--- src/rtl/dac_write_scheduler.sv ---
// Stereo PWM DAC write scheduler: arbitrates DSP/CPU sample writes into a
// shared FIFO and drains it at a programmable rate onto the DAC strobes.
module dac_write_scheduler #(
  parameter int DEPTH = 8,
  parameter int RATEW = 10
) (
  input  logic                   MasterClock,
  input  logic                   RESETL,
  input  logic                   ENABLE,
  input  logic [RATEW-1:0]       RATE,
  input  logic                   DSPREQ,
  input  logic                   DSPCH,
  input  logic [15:0]            DSPD,
  output logic                   DSPACK,
  input  logic                   CPUREQ,
  input  logic                   CPUCH,
  input  logic [15:0]            CPUD,
  output logic                   CPUACK,
  input  logic                   CLRSTAT,
  output logic                   DACWRLL,
  output logic                   DACWRRL,
  output logic [15:0]            DACD,
  output logic                   FULL,
  output logic                   EMPTY,
  output logic [$clog2(DEPTH):0] LEVEL,
  output logic                   UNDERRUN
);

  localparam int AW = $clog2(DEPTH);
  localparam int LW = AW + 1;

  typedef struct packed {
    logic        ch;
    logic [15:0] data;
  } entry_t;

  entry_t           mem [DEPTH];
  logic [AW-1:0]    wr_ptr;
  logic [AW-1:0]    rd_ptr;
  logic [LW-1:0]    level_q;
  logic [LW-1:0]    level_n;
  logic             full_q;
  logic             empty_q;

  logic             armed_q;
  logic [RATEW-1:0] div_cnt;
  logic             tick;

  logic             dsp_grant;
  logic             cpu_grant;
  logic             push;
  logic             pop;
  entry_t           push_entry;
  entry_t           head;

  logic             wrl_q;
  logic             wrr_q;
  logic [15:0]      dacd_q;
  logic             underrun_q;

  // Fixed-priority grant; FULL is the registered flag, so a same-cycle pop
  // never opens a slot for a push.
  // NOTE: every combinational output gets a default first so no path leaves
  // it unassigned and no latch is inferred.
  always_comb begin
    dsp_grant  = 1'b0;
    cpu_grant  = 1'b0;
    push_entry = '0;
    if (armed_q && !full_q) begin
      if (DSPREQ) begin
        dsp_grant  = 1'b1;
        push_entry = '{ch: DSPCH, data: DSPD};
      end else if (CPUREQ) begin
        cpu_grant  = 1'b1;
        push_entry = '{ch: CPUCH, data: CPUD};
      end
    end
  end

  assign push = dsp_grant | cpu_grant;
  assign head = mem[rd_ptr];
  assign tick = armed_q & ENABLE & (div_cnt == '0);
  assign pop  = tick & ~empty_q;

  always_comb begin
    level_n = level_q;
    if (push && !pop) begin
      level_n = level_q + 1'b1;
    end else if (!push && pop) begin
      level_n = level_q - 1'b1;
    end
  end

  // armed_q marks the first clock after reset release: the divider loads RATE
  // then, and requests are held off until that load has happened.
  // NOTE: sequential state is updated only with non-blocking assignments so
  // every register samples pre-edge values regardless of block order.
  always_ff @(posedge MasterClock or negedge RESETL) begin
    if (!RESETL) begin
      armed_q <= 1'b0;
      div_cnt <= '0;
    end else if (!armed_q) begin
      armed_q <= 1'b1;
      div_cnt <= RATE;
    end else if (!ENABLE || div_cnt == '0) begin
      div_cnt <= RATE;
    end else begin
      div_cnt <= div_cnt - 1'b1;
    end
  end

  // NOTE: sample storage carries no reset; stale contents are unreachable
  // once the pointers and level clear, and an unreset array maps to RAM.
  always_ff @(posedge MasterClock) begin
    if (push) begin
      mem[wr_ptr] <= push_entry;
    end
  end

  always_ff @(posedge MasterClock or negedge RESETL) begin
    if (!RESETL) begin
      wr_ptr  <= '0;
      rd_ptr  <= '0;
      level_q <= '0;
      full_q  <= 1'b0;
      empty_q <= 1'b1;
    end else begin
      if (push) begin
        wr_ptr <= wr_ptr + 1'b1;
      end
      if (pop) begin
        rd_ptr <= rd_ptr + 1'b1;
      end
      level_q <= level_n;
      full_q  <= (level_n == LW'(DEPTH));
      empty_q <= (level_n == '0);
    end
  end

  // Output stage: strobes default high and drop for one cycle after a pop.
  always_ff @(posedge MasterClock or negedge RESETL) begin
    if (!RESETL) begin
      wrl_q  <= 1'b1;
      wrr_q  <= 1'b1;
      dacd_q <= '0;
    end else begin
      wrl_q <= 1'b1;
      wrr_q <= 1'b1;
      if (pop) begin
        dacd_q <= head.data;
        if (head.ch) begin
          wrr_q <= 1'b0;
        end else begin
          wrl_q <= 1'b0;
        end
      end
    end
  end

  // Sticky underrun; a same-cycle set beats CLRSTAT.
  always_ff @(posedge MasterClock or negedge RESETL) begin
    if (!RESETL) begin
      underrun_q <= 1'b0;
    end else if (tick && empty_q) begin
      underrun_q <= 1'b1;
    end else if (CLRSTAT) begin
      underrun_q <= 1'b0;
    end
  end

  assign DSPACK   = dsp_grant;
  assign CPUACK   = cpu_grant;
  assign DACWRLL  = wrl_q;
  assign DACWRRL  = wrr_q;
  assign DACD     = dacd_q;
  assign FULL     = full_q;
  assign EMPTY    = empty_q;
  assign LEVEL    = level_q;
  assign UNDERRUN = underrun_q;

endmodule

--- config.mk ---
export PLATFORM = sky130hd
export DESIGN_NAME = dac_write_scheduler
export DESIGN_NICKNAME = d
export VERILOG_FILES = /design/src/rtl/dac_write_scheduler.sv
export SDC_FILE = /design/constraint.sdc
export NUM_CORES = 1
export LEC_CHECK = 0
export ABC_AREA = 0
export CORE_MARGIN = 4
export CORE_UTILIZATION = 55
export DETAILED_ROUTE_END_ITERATION = 16
export PLACE_DENSITY = 0.81
export SYNTH_ARGS = -nofsm -noshare
export SYNTH_HDL_FRONTEND = slang
export SYNTH_SLANG_ARGS = --single-unit
--- constraint.sdc ---
create_clock -name MasterClock -period 7 [get_ports MasterClock]
set_input_delay 1.75 -clock MasterClock [delete_from_list [all_inputs] [get_ports MasterClock]]
set_output_delay 1.75 -clock MasterClock [all_outputs]
set_load 0.005 [all_outputs]
* Word level (Yosys, flattened, before mapping)
Memories as Yosys holds them, arrays and structs flattened.
Index checks and enable logic that the tools add are counted.
** Word-level totals
- Bits in registers :: 42
- Bits in latches :: 0
- RAM bits :: 136
- Bits in read-only memories :: 0
- Bits of input ports :: 50
- Output and inout port bits :: 27
- Word-level logic and storage cells :: 55
- Memories :: 1
** Memory list
- mem :: words 8, bits a word 17, read ports 1, clocked after Yosys merged registers in 0, write ports 1, line 37 : entry_t mem [DEPTH];
** Cells by class
- Add/sub/neg operators :: 5
- $mul :: 0
- Divide/modulo/power cells :: 0
- Order comparisons :: 0
- Eq/ne operators :: 1
- Shift-type cells :: 0
- Multiplexer cells :: 20
- Bitwise gates (word level) :: 5
- Reductions and logical operators :: 12
** Operators by type and width (number)
- 2-to-1 mux 17 bit :: 3
- 2-to-1 mux 10 bit :: 2
- 2-to-1 mux 1 bit :: 13
- zero test 10 bit :: 1
- subtractor 10 x 1 -> 10 bit, second input constant :: 1
- 2-to-1 mux 4 bit :: 2
- adder 3 x 1 -> 3 bit, second input constant :: 2
- adder 4 x 1 -> 4 bit, second input constant :: 1
- == test 4 bit, second input constant :: 1
- logical AND 1 bit :: 4
- zero test 1 bit :: 4
- zero test 4 bit :: 1
- subtractor 4 x 1 -> 4 bit, second input constant :: 1
- bitwise AND 1 bit :: 3
- nonzero test 2 bit :: 1
- logical OR 1 bit :: 1
- inverter 1 bit :: 1
- bitwise OR 1 bit :: 1

* Depth between registers and ports, before layout
- Depth in word-level cells :: 9
- Depth in mapped cells :: 8

* Least setup slack after synthesis
OpenSTA, ideal clock, no wires.
- Path kind :: in2reg
- From :: input port DSPREQ
- To :: memory mem[2][0] in the netlist's numbering (enable)
- Arrival time :: 3.971 ns
- Path slack :: 2.588 ns
- Stages on the path :: 3
- Path through :: or2_4 nand2_1 nor4b_1
** Between the ends
- Word-level cells in the longest chain between the ends :: 5
- Elaborated cells on any way between the ends :: 7
- Those cells by class :: mux: 6; bitwise: 1
** RTL lines
- from (decl) :: line 11 : input logic DSPREQ,
- 2-to-1 mux 1 bit :: line 70 : if (DSPREQ) begin
- 2-to-1 mux 1 bit :: line 69 : if (armed_q && !full_q) begin
- bitwise OR 1 bit * :: line 80 : assign push = dsp_grant | cpu_grant;
- 2-to-1 mux 1 bit * :: line 115 : if (push) begin
- 2-to-1 mux 1 bit (not written as such) * :: line 116 : mem[wr_ptr] <= push_entry;
- to (decl) :: line 37
Every way passes the cells marked *; elsewhere a longest branch is shown, timed or not.

* Worst setup path in the final report
- From :: input port DSPREQ
- To :: output port DSPACK
** Between the ends
- Word-level cells in the longest chain between the ends :: 2
** RTL lines
- 2-to-1 mux 1 bit :: line 70
- 2-to-1 mux 1 bit :: line 69
- to (decl) :: line 14 : output logic DSPACK,
Every way passes these cells.

==> metrics.cfg <==
[synth]
synthCells=410
synth_cell_types=41
syn_area_mm2=0.00722
syn_nets=465
avgSynthCellArea_um2=17.6
ys.flop_type=edfxtp_1
synth_edf_count=136
ys_seq_elements=178
ys_seq_area_share_pct=71.2
async_flop_share_pct=23.6
yosysWarnings=0

[min_path]
worstHoldPathType=reg2reg

[setup_path]
cp_max_fo=18
reg2reg_from=div_cnt[0]$_DFF_PN0_
cp.depth=4
path_class=in2out
path_cells=clkdlybuf4s50_1, and2_1, buf_4, clkdlybuf4s50_1
cp.required_ns=5.25
r2r_end=FULL$_DFF_PN0_
cp_num_buf_inv=3
slowest_delay_ns=0.56
cp_common_cell=clkdlybuf4s50_1
slowest_stage=clkdlybuf4s50_1
critical_path.top_delay_family=buffers and inverters
r2r_setup_slack_ns=4.24
worstSetupEndpoint=DSPACK
startpoint_type=input pin
worst_setup_path_end_kind=primary output
crit_arrival_ns=3.28
worst-r2r-cell-count=7
cp-startpoint=DSPREQ

[die]
rows=41
io_pins=77
core_mm2=0.0127
start_util_pct=56.7
dieArea_mm2=0.0150
die_w_um=123
die_y_um=123

[global_route]
overflow=0
gr-usage-all-layers_pct=21.4
grt_pass1_wl_um=23200
grt_max_degree=44
antenna_found_initial=0
grt_pass1_vias=4183

[layout]
finish.net_count=553
fin_area_mm2=0.00879
n_antenna_cell=0
layout_common_cells=136 x edfxtp_1, 75 x clkdlybuf4s50_1, 41 x nand2_1
final_common_cell=edfxtp_1
syn2layout_area_growth_pct=21.8
drive_above_1_share_pct=19.2

[cts]
root_buffer=clkbuf_16
cts_made_buffers=17
clkSlewWorstSetupHoldPaths_ns=0.06
cts_max_level=4
cts_tree=done
clock_path_buffers=2
ctsHoldBuffers=0
post_cts.repair.setup_buffers=0
cts_resized=0
insertion_delay_ns=0.42
cts_sinks=178

[drt]
first_pass_iters=7
wl_um=14800
met1Wirelength_um=5920
wl_met2_um=7770
drcViolationCount=0
viasPerCell=5.78
routedWlPerCell_um=21.7
vias=3947
ant_nets=0
wl_met3_um=955
first_iter_violations=349
top_layer_used=met4

[power_and_ir_drop]
vdd_ir_drop_max_mv=0.264
total_leakage_power_nw=3.03
powerDensity_mw_per_mm2=302

[timing]
setup_violations=0
finalCriticalPeriod_ns=5.03
finalHoldViolCount=0
period_share_pct=71.9
max_freq_mhz=199
fin_skew_ns=0.00700
tightest_slew_ns=1.03
slew_viol_final=0
rsz0062_at_grt=false
slew_headroom_pct=31.3
fin_tns_setup_ns=0

[place]
postPlaceCellArea_mm2=0.00824
hpwlAfterDp_um=8850
port_buffers=76
place.gp.congestion=0.784

[flow_run]
cap_violations=0

[run_status]
status=complete, no violations

-- report_power, final --
group          leakage, nW  switching (mW)  internal [mW]
Clock                0.270           0.387          0.501
Combinational        0.970           0.208          0.183
Sequential            1.79          0.0818           1.29
Total                 3.03           0.677           1.98
-- sequential cells by signal, indices dropped and copies added, names as in the netlist --
name,cells
mem,136
EMPTY,1
UNDERRUN,1
DACD,16
armed_q,1
DACWRRL,1
LEVEL,4
div_cnt,10
DACWRLL,1
FULL,1
wr_ptr,3
rd_ptr,3
-- metal layers --
| metal | up-vias | GRT usage [%] |
|---|---|---|
| met2 | 147 | 36.1 |
| met1 | 2010 | 27.6 |
| li1 | 1775 | - |
| met4 | 0 | 6.16 |
| met3 | 15 | 5.58 |
| met5 | - | 0 |
-- kinds of logic (layout without fill, tap and decap cells) --
logic type / Yosys count / in the layout / share of synthesized area (%)
AOI/OAI and AO/OA: 55 / 55 / 5.37
xor gates and xnor gates: 15 / 15 / 1.82
adders and majority gates: 5 / 5 / 0.867
buffers and inverters: 24 / 125 / 1.44
DFF: 178 / 178 / 71.2
muxes: 53 / 53 / 13.2
other: 1 / 1 / 0.0520
and+or+nand+nor: 79 / 79 / 6.00
-- how the worst min path moves through the flow --
stage / cells after the start / to / slack (ns) / startpoint
after floorplan: 1 / div_cnt[0]$_DFF_PN0_ / 0.46 / div_cnt[0]$_DFF_PN0_
after global placement: 2 / DACD[8]$_DFFE_PN0N_ / 0.47 / DACD[8]$_DFFE_PN0N_
after detailed placement: 2 / DACD[9]$_DFFE_PN0N_ / 0.47 / DACD[9]$_DFFE_PN0N_
after CTS: 2 / DACD[15]$_DFFE_PN0N_ / 0.49 / DACD[15]$_DFFE_PN0N_
after global routing: 2 / DACD[15]$_DFFE_PN0N_ / 0.51 / DACD[15]$_DFFE_PN0N_
final: 2 / DACD[2]$_DFFE_PN0N_ / 0.49 / DACD[2]$_DFFE_PN0N_
-- cell type report --
type,count,area (um2)
clock buffers,21,450
fillers,879,3940
inverters,4,15.0
flip-flops and latches,178,5140
multi-input cells,208,2010
repair buffers,89,853
clock inverters,11,100
well taps,172,215
-- through the flow --
stage	util [%]	hold WS (ns)	setup slack (ns)	power, mW	instances
4_1_cts	69.1	0.488	1.95	2.67	683
2_1_floorplan	-	0.462	2.59	1.60	410
5_1_grt	69.1	0.506	1.89	2.76	683
6_report	69.1	0.486	1.97	2.65	683
3_3_place_gp	64.7	0.467	1.98	1.76	651
3_5_place_dp	64.7	0.475	1.98	1.79	651
-- Yosys cell counts (all sizes together) (5+ instances only) --
cell | instances | area [um2]
edfxtp | 136 | 4080
nor3b | 5 | 47.5
mux4 | 34 | 766
mux2i | 19 | 190
o21ai | 27 | 135
nand2 | 41 | 154
buf | 11 | 55.1
xnor2 | 13 | 114
clkbuf | 9 | 33.8
nor3 | 6 | 35.0
dfrtp | 39 | 976
ha | 5 | 62.6
nor2 | 8 | 30.0
a22o | 18 | 158
-- worst reg2reg max path: stages, from the launching register on --
cell,delay [ns]
dfrtp_1,0.40
inv_1,0.09
ha_1,0.20
nor3b_2,0.45
nand4b_4,0.61
xnor2_1,0.38
a211oi_1,0.40
nor3b_1,0.09
Power figures use the tool's default switching activity.
